File: config.mk
export PLATFORM = sky130hd
export DESIGN_NAME = security_rx
export DESIGN_NICKNAME = d
export VERILOG_FILES = /design/src/rtl/security_rx.sv
export SDC_FILE = /design/constraint.sdc
export NUM_CORES = 1
export LEC_CHECK = 0
export CELL_PAD_IN_SITES_DETAIL_PLACEMENT = 0
export CELL_PAD_IN_SITES_GLOBAL_PLACEMENT = 1
export CORE_ASPECT_RATIO = 1.5
export CORE_MARGIN = 3
export CORE_UTILIZATION = 40
export CTS_CLUSTER_DIAMETER = 40
export DETAILED_ROUTE_END_ITERATION = 6
export PLACE_DENSITY = 0.67
export RECOVER_POWER = 25
export SLEW_MARGIN = 10
export SYNTH_ARGS = -nofsm -noshare
export SYNTH_HDL_FRONTEND = slang
export SYNTH_HIERARCHICAL = 1
export SYNTH_SLANG_ARGS = --single-unit
File: constraint.sdc
create_clock -name clk -period 9.2 [get_ports clk]
set_input_delay 1.38 -clock clk [delete_from_list [all_inputs] [get_ports clk]]
set_output_delay 1.38 -clock clk [all_outputs]
set_load 0.005 [all_outputs]
File: src/rtl/security_rx.sv
// Receive-side decryptor: undoes the per-word rotation/XOR, restores the
// frame's word order with a stack, and hands plaintext out through a FIFO.

module security_rx_dec #(
  parameter int               W   = 32,
  parameter logic [W-1:0]     KEY = 32'hA5C35A3C
) (
  input  logic [W-1:0] c,
  input  logic [4:0]   k,
  output logic [W-1:0] p
);
  logic [5:0] lsh;

  // k=0 gives a left shift of W, which yields zero, so no special case is needed
  assign lsh = 6'(W) - {1'b0, k};
  assign p   = ((c >> k) | (c << lsh)) ^ KEY;
endmodule

module security_rx #(
  parameter int                    DATA_WIDTH = 32,
  parameter int                    DEPTH      = 8,
  parameter logic [DATA_WIDTH-1:0] KEY        = 32'hA5C35A3C
) (
  input  logic                  clk,
  input  logic                  rst,
  input  logic                  wr,
  input  logic                  last,
  input  logic [DATA_WIDTH-1:0] data_in,
  input  logic                  rd,
  output logic [DATA_WIDTH-1:0] data_out,
  output logic                  out_valid,
  output logic                  fifo_full,
  output logic                  fifo_empty,
  output logic                  busy,
  output logic                  err
);
  localparam int          AW   = $clog2(DEPTH);
  localparam logic [AW:0] FULL = DEPTH[AW:0];
  localparam logic [AW:0] ONE  = 1;

  typedef enum logic {COLLECT, UNSTACK} state_t;

  state_t                  state;
  logic [DATA_WIDTH-1:0]   stk  [DEPTH];
  logic [DATA_WIDTH-1:0]   fmem [DEPTH];
  logic [AW:0]             sp;
  logic [AW:0]             cnt;
  logic [AW-1:0]           wp, rp, top_idx;
  logic [4:0]              k;
  logic [DATA_WIDTH-1:0]   plain, top;
  logic                    stk_full, stk_we, push, pop;

  security_rx_dec #(.W(DATA_WIDTH), .KEY(KEY)) u_dec (
    .c (data_in),
    .k (k),
    .p (plain)
  );

  assign stk_full   = (sp == FULL);
  assign stk_we     = (state == COLLECT) && wr && !stk_full;
  assign top_idx    = AW'(sp - ONE);
  assign top        = stk[top_idx];
  // push stalls on the registered full flag; a same-cycle rd does not release it
  assign push       = (state == UNSTACK) && (sp != '0) && !fifo_full;
  assign pop        = rd && !fifo_empty;
  assign fifo_full  = (cnt == FULL);
  assign fifo_empty = (cnt == '0);
  assign busy       = (state == UNSTACK);

  always_ff @(posedge clk) begin
    if (stk_we) stk[sp[AW-1:0]] <= plain;
  end

  always_ff @(posedge clk) begin
    if (push) fmem[wp] <= top;
  end

  always_ff @(posedge clk) begin
    if (rst) begin
      state <= COLLECT;
      sp    <= '0;
      k     <= '0;
      err   <= 1'b0;
    end else begin
      case (state)
        COLLECT: begin
          if (wr) begin
            if (!stk_full) begin
              sp <= sp + ONE;
              k  <= k + 5'd1;
            end else begin
              err <= 1'b1;
            end
            if (last) state <= UNSTACK;
          end
        end
        UNSTACK: begin
          if (wr) err <= 1'b1;
          if (sp == '0) begin
            state <= COLLECT;
            k     <= '0;
          end else if (!fifo_full) begin
            sp <= sp - ONE;
            if (sp == ONE) begin
              state <= COLLECT;
              k     <= '0;
            end
          end
        end
        default: state <= COLLECT;
      endcase
    end
  end

  always_ff @(posedge clk) begin
    if (rst) begin
      wp        <= '0;
      rp        <= '0;
      cnt       <= '0;
      data_out  <= '0;
      out_valid <= 1'b0;
    end else begin
      out_valid <= pop;
      if (push) wp <= wp + 1'b1;
      if (pop) begin
        rp       <= rp + 1'b1;
        data_out <= fmem[rp];
      end
      case ({push, pop})
        2'b10:   cnt <= cnt + ONE;
        2'b01:   cnt <= cnt - ONE;
        default: ;
      endcase
    end
  end
endmodule

==> out/results.ini, run 1 <==
[floorplanning]
rows=112
coreArea_mm2=0.0624
start_util=0.404
die_area_mm2=0.0661
die_w_um=211
ioPinCount=74
die_y_um=313

[clock_network]
clk_pin_slew_ns=0.06
cts_tree=yes
postCtsSetupBuffers=0
cts_buffers=50
cts_htree_levels=2
post_cts_resized=0
cts_hold_buf=0
cts_sinks=566
clk_latency_ns=0.57
clk_path_buf_depth=3
clockRootBuffer=clkbuf_16

[yosys]
synthSimpleGateAreaFrac=0.0505
synth_top_family_by_area=multiplexers
synth_mux_area_frac=0.214
yosysSeqAreaShare=0.653
synth_cell_types=79
syn_inst=1445
ys_seq_elements=566
synthArstFlopShare=0
synth-compound-area-share=0.0476
synth_ff_type=edfxtp_1
synth-xor-area-share=0.00586
synth_area_mm2=0.0252
synthAdderAreaFrac=0.00576
syn-num-nets=1493
ys_warn_count=6
syn_avg_cell_area_um2=17.4
synth-edff-count=512

[place]
place_inst=2254
dp_hpwl_um=38000
place_congestion=0.930
place_ws_ns=4.75
port_buffers=73

[sta]
slew_violations=237
setup_viol_count_final=0
setup-tns-final_ns=0
slew_headroom=-0.648
fmax_ghz=0.172
worst_pin_slew_ns=2.47
rsz0062_at_grt=no
fin_ws_ns=3.37
final.setup_skew_ns=0.0257
finalHoldViolCount=0
layout_worst_path_cycle_share=0.634
hold-worst-slack_ns=0.482
period_minus_slack_ns=5.83

[pwr]
swShare=0.277
power.leakage_nw=8.97
pwr-share-comb=0.233
irDropWorstVdd_mv=0.157
intPower_w=0.00505
switchingPower_w=0.00194
power.density_mw_per_mm2=247
clkPwrFrac=0.298
seq_power_share=0.469

[worst_setup_path]
required_ns=9.34
r2r_end=fmem[0][23]
crit_path_end_kind=flop
crit_type=reg2reg
cp-start-kind=flop
critPathMaxFanout=32
r2r_slack_ns=3.37
regToRegStartpoint=sp[0]
crit_arrival_ns=5.97
reg2reg_depth=7

[min_path]
holdCritPathClass=reg2reg
whs_endpoint=err
min_from=err
holdPathStages=2

[cells_and_area]
layout-drive-gt1-share=0.236
layout.cells.most_common=edfxtp_1
final_cells=2345
synthToLayoutAreaGrowth_pct=12.4
utilization=0.454
final_nets=1556
n_antenna_cell=0
layout_common_cells=edfxtp_1 (512), mux4_2 (172), nand2_1 (76)

[drt]
wire_per_inst_um=25.7
ant_nets=0
finalWirelength_um=60200
wl_met3_um=2010
wl_met2_um=31500
drtIter0Drc=1023
vias=13600
drc=0
highest_layer=met4
routed_via_density=5.82
m1WireLength_um=24300
drtPass1Iterations=7

[grt]
grt_pass1_wl_um=91000
grtUsageTotal=0.182
grt_max_degree=67
overflow=0
grt_pass1_vias=14100
antenna_found_initial=0

[outcome]
status=finished, violations left
violations=capacitance limit, slew limit

[flow_run]
maxCapViolCount=7

-- synthesized netlist by cell type (4+ instances only) --
| cell type | count | share of area |
|---|---|---|
| nor2b_1 | 10 | 0.0025 |
| nor4_1 | 4 | 0.00099 |
| a221oi_1 | 8 | 0.0028 |
| mux2_2 | 63 | 0.028 |
| mux4_2 | 172 | 0.15 |
| nand3_1 | 13 | 0.0026 |
| nor2_1 | 79 | 0.012 |
| a31oi_1 | 6 | 0.0015 |
| mux4_1 | 8 | 0.0083 |
| buf_4 | 9 | 0.0027 |
| ha_1 | 10 | 0.0050 |
| o21a_1 | 5 | 0.0015 |
| mux2i_1 | 52 | 0.021 |
| xnor2_1 | 4 | 0.0014 |
| dfxtp_1 | 54 | 0.043 |
| buf_1 | 9 | 0.0013 |
| a211oi_1 | 5 | 0.0015 |
| xor2_1 | 6 | 0.0021 |
| buf_2 | 29 | 0.0058 |
| o21ai_0 | 15 | 0.0030 |
| a22oi_1 | 5 | 0.0015 |
| buf_6 | 10 | 0.0045 |
| nor3_1 | 49 | 0.0097 |
| a21oi_1 | 37 | 0.0073 |
| edfxtp_1 | 512 | 0.61 |
| clkbuf_1 | 42 | 0.0063 |
| nand3b_1 | 4 | 0.0012 |
| o22ai_1 | 38 | 0.0094 |
| nand2_1 | 77 | 0.011 |
| inv_1 | 10 | 0.0015 |
| nand4_1 | 4 | 0.00099 |
| nand2b_1 | 9 | 0.0022 |
| and3_1 | 5 | 0.0012 |
| o211ai_1 | 11 | 0.0033 |
-- worst max-delay path by stage --
stage                       end         from  cells after the start
floorplan             stk[0][0]           wr                      4
CTS                  stk[5][24]         k[1]                      9
global placement     stk[2][16]  data_in[19]                      5
global route        fmem[1][25]        sp[0]                      7
finish              fmem[0][23]        sp[0]                      7
detailed placement   stk[2][16]  data_in[19]                      5
-- state kept, by name, summed over array words and instances (netlist names) --
| register | flops |
|---|---|
| cnt | 4 |
| rp | 3 |
| busy | 1 |
| sp | 4 |
| k | 5 |
| out_valid | 1 |
| err | 1 |
| fmem | 256 |
| stk | 256 |
| wp | 3 |
| data_out | 32 |
-- area by class of cell --
cell class | count | area, um2
Tap cell | 798 | 998
Fill cell | 5346 | 34000
Multi-Input combinational cell | 767 | 8210
Clock inverter | 24 | 277
Sequential cell | 566 | 16500
Clock buffer | 67 | 1350
Timing Repair Buffer | 111 | 985
Inverter | 12 | 46.3
-- per-layer routing --
layer | GRT usage | vias to the layer above
met5 | 0 | -
met4 | 0.0714 | 0
met3 | 0.0174 | 102
met2 | 0.324 | 359
met1 | 0.230 | 7149
li1 | - | 6037
-- worst max-delay path, cell delays in order, from the launching register on --
cell	delay, ns
dfxtp_1	1.59
inv_1	0.25
ha_1	0.42
or3b_1	0.23
and3_1	0.35
clkinvlp_2	0.45
nor4_1	0.36
clkbuf_1	1.70
-- cell families (layout without fill, tap and decap cells) --
group | Yosys count | in the layout
adder cells (fa/ha/maj) | 11 | 11
multiplexers | 300 | 300
AND/OR/NAND/NOR | 271 | 271
AO/OA/AOI/OAI | 172 | 172
flip-flops | 566 | 566
XOR/XNOR | 13 | 13
buffers and inverters | 112 | 214
-- power by group through the flow --
| stage | Combinational, W | Sequential, W | Clock, W |
|---|---|---|---|
| 6_report | 0.00163 | 0.00328 | 0.00208 |
| 5_1_grt | 0.00176 | 0.00330 | 0.00223 |
| 4_1_cts | 0.00167 | 0.00329 | 0.00213 |
| 3_5_place_dp | 0.00167 | 0.00334 | 0 |
| 3_3_place_gp | 0.00164 | 0.00333 | 0 |
| 2_1_floorplan | 0.00114 | 0.00328 | 0 |
-- metrics by stage --
step | power (W) | cell area (um2)
CTS | 0.00709 | 28400
global route | 0.00729 | 28300
global placement | 0.00497 | 26800
floorplan | 0.00443 | 25200
detailed placement | 0.00501 | 26800
finish | 0.00699 | 28300
Note: power is estimated with default switching activity, not from simulation.
==> inputs of run 2 (changes only) <==
clock period = 5.55 ns   (was 9.2 ns; I/O delays follow)
==> run 2 against run 1 <==
Against the previous run: the flow still finishes with violations (capacitance limit, slew limit); power increased by 71%; hold slack got worse by 0.016 ns; register-to-register slack got worse by 2.3 ns; final cell count increased by 0.51%; sequential share of layout area decreased by 0.67 points; clock skew decreased by 0.0053 ns; non-clock buffer count decreased by 2; worst setup slack got worse by 2.3 ns; global-route usage increased by 0.35 points; critical path type unchanged; routed wire length increased by 1.5%.
==> out/results.ini, run 2 (synthesis gave the netlist of run 1 again) <==
[outcome]
status=finished, violations left
violations=capacitance limit, slew limit

[pwr]
power.density_mw_per_mm2=418
power.leakage_nw=9.13
irDropWorstVdd_mv=0.247

[clock_network]
clockRootBuffer=clkbuf_16
cts_buffers=56
cts_sinks=566
clk_latency_ns=0.59
postCtsSetupBuffers=0
clk_pin_slew_ns=0.06
cts_tree=yes
post_cts_resized=0
cts_hold_buf=0
clk_path_buf_depth=3
cts_htree_levels=2

[worst_setup_path]
reg2reg_depth=7
crit_type=reg2reg
crit_arrival_ns=4.76
required_ns=5.84
regToRegStartpoint=sp[0]
crit_end=fmem[6][1]
cp-start-kind=flop
critPathMaxFanout=32
r2r_slack_ns=1.08
crit_path_end_kind=flop
worstSetupStartpoint=sp[0]
r2r_end=fmem[6][1]

[min_path]
holdCritPathClass=reg2reg

[grt]
antenna_found_initial=0
grt_max_degree=47
grt_pass1_vias=14300
grt_pass1_wl_um=92900
grtUsageTotal=0.185
overflow=0

[sta]
setup_viol_count_final=0
slew_headroom=-0.495
finalHoldViolCount=0
worst_pin_slew_ns=2.24
final.setup_skew_ns=0.0204
rsz0062_at_grt=no
layout_worst_path_cycle_share=0.805
setup-tns-final_ns=0
fmax_ghz=0.224
slew_violations=73
fin_ws_ns=1.08
period_minus_slack_ns=4.47

[floorplanning]
start_util=0.404
coreArea_mm2=0.0624
ioPinCount=74
die_w_um=211
die_y_um=313
die_area_mm2=0.0661
rows=112

[drt]
finalWirelength_um=61100
routed_via_density=5.89
drtPass1Iterations=6
ant_nets=0
wire_per_inst_um=25.9
drtIter0Drc=1070
drc=0
vias=13900

[cells_and_area]
final_nets=1560
fillers=5288
layout-drive-gt1-share=0.253
n_antenna_cell=0
layout_common_cells=edfxtp_1 (512), mux4_2 (172), nand2_1 (76)
layout.cells.most_common=edfxtp_1
synthToLayoutAreaGrowth_pct=13.7

[place]
dp_hpwl_um=38900
place_ws_ns=1.28
place_congestion=1.01
port_buffers=73

[flow_run]
maxCapViolCount=2

## run 2: cell count changes in the layout (fill, tap and decap cells not counted), moves of 3 or more
cell	delta
mux2_2	-3
clkinv_8	+3
nor3_1	-3
clkbuf_16	+6
nor3_2	+3
clkinv_2	+5
clkbuf_2	+4
mux2_1	+3
clkbuf_1	-9
## run 2: worst min path at each step
| stage | startpoint | end | slack [ns] | depth (start not counted) |
|---|---|---|---|---|
| after floorplan | err | err | 0.46 | 2 |
| after global placement | err | err | 0.46 | 2 |
| after detailed placement | err | err | 0.46 | 2 |
| after CTS | err | err | 0.48 | 2 |
| after global routing | data_out[21] | data_out[21] | 0.51 | 2 |
| final | err | err | 0.47 | 2 |
## run 2: per-stage QoR
stage / instance area (um2) / power [W] / instances / util / hold slack [ns]
after floorplan: 25200 / 0.00734 / 1445 / - / 0.460
after detailed placement: 26800 / 0.00829 / 2252 / 0.430 / 0.464
final: 28700 / 0.0120 / 2357 / 0.460 / 0.466
after global placement: 26800 / 0.00824 / 2252 / 0.430 / 0.455
after CTS: 28700 / 0.0121 / 2357 / 0.460 / 0.481
after global routing: 28700 / 0.0125 / 2357 / 0.460 / 0.505
## run 2: final cells by class
type / instances / area [um2] / area share
multi-input combinational: 767 / 8250 / 0.288
tap: 798 / 998 / 0.0348
timing repair buffer: 109 / 982 / 0.0343
sequential: 566 / 16500 / 0.575
clock inverter: 36 / 437 / 0.0152
inverter: 12 / 50.0 / 0.00175
clock buffer: 69 / 1470 / 0.0513
## run 2: power breakdown
part / switching [W] / internal, W
registers: 0.000189 / 0.00527
logic: 0.00154 / 0.00115
clock network: 0.00161 / 0.00221
total: 0.00334 / 0.00863
## run 2: routing by layer
layer / part of all wire / wire, um / GRT usage / vias to the layer above
met3: 0.039 / 2370 / 0.0197 / 144
met2: 0.51 / 31400 / 0.322 / 441
li1: - / - / - / 6066
met1: 0.40 / 24400 / 0.234 / 7221
met4: 0.049 / 3000 / 0.0856 / 0
met5: 0 / 0 / 0 / -
## run 2: worst max-delay path: stages (launching register included)
cell,delay [ns]
dfxtp_1,1.61
inv_1,0.26
ha_2,0.37
or3b_1,0.20
and3_4,0.26
nand2_1,0.23
nor2_4,0.86
buf_4,0.35
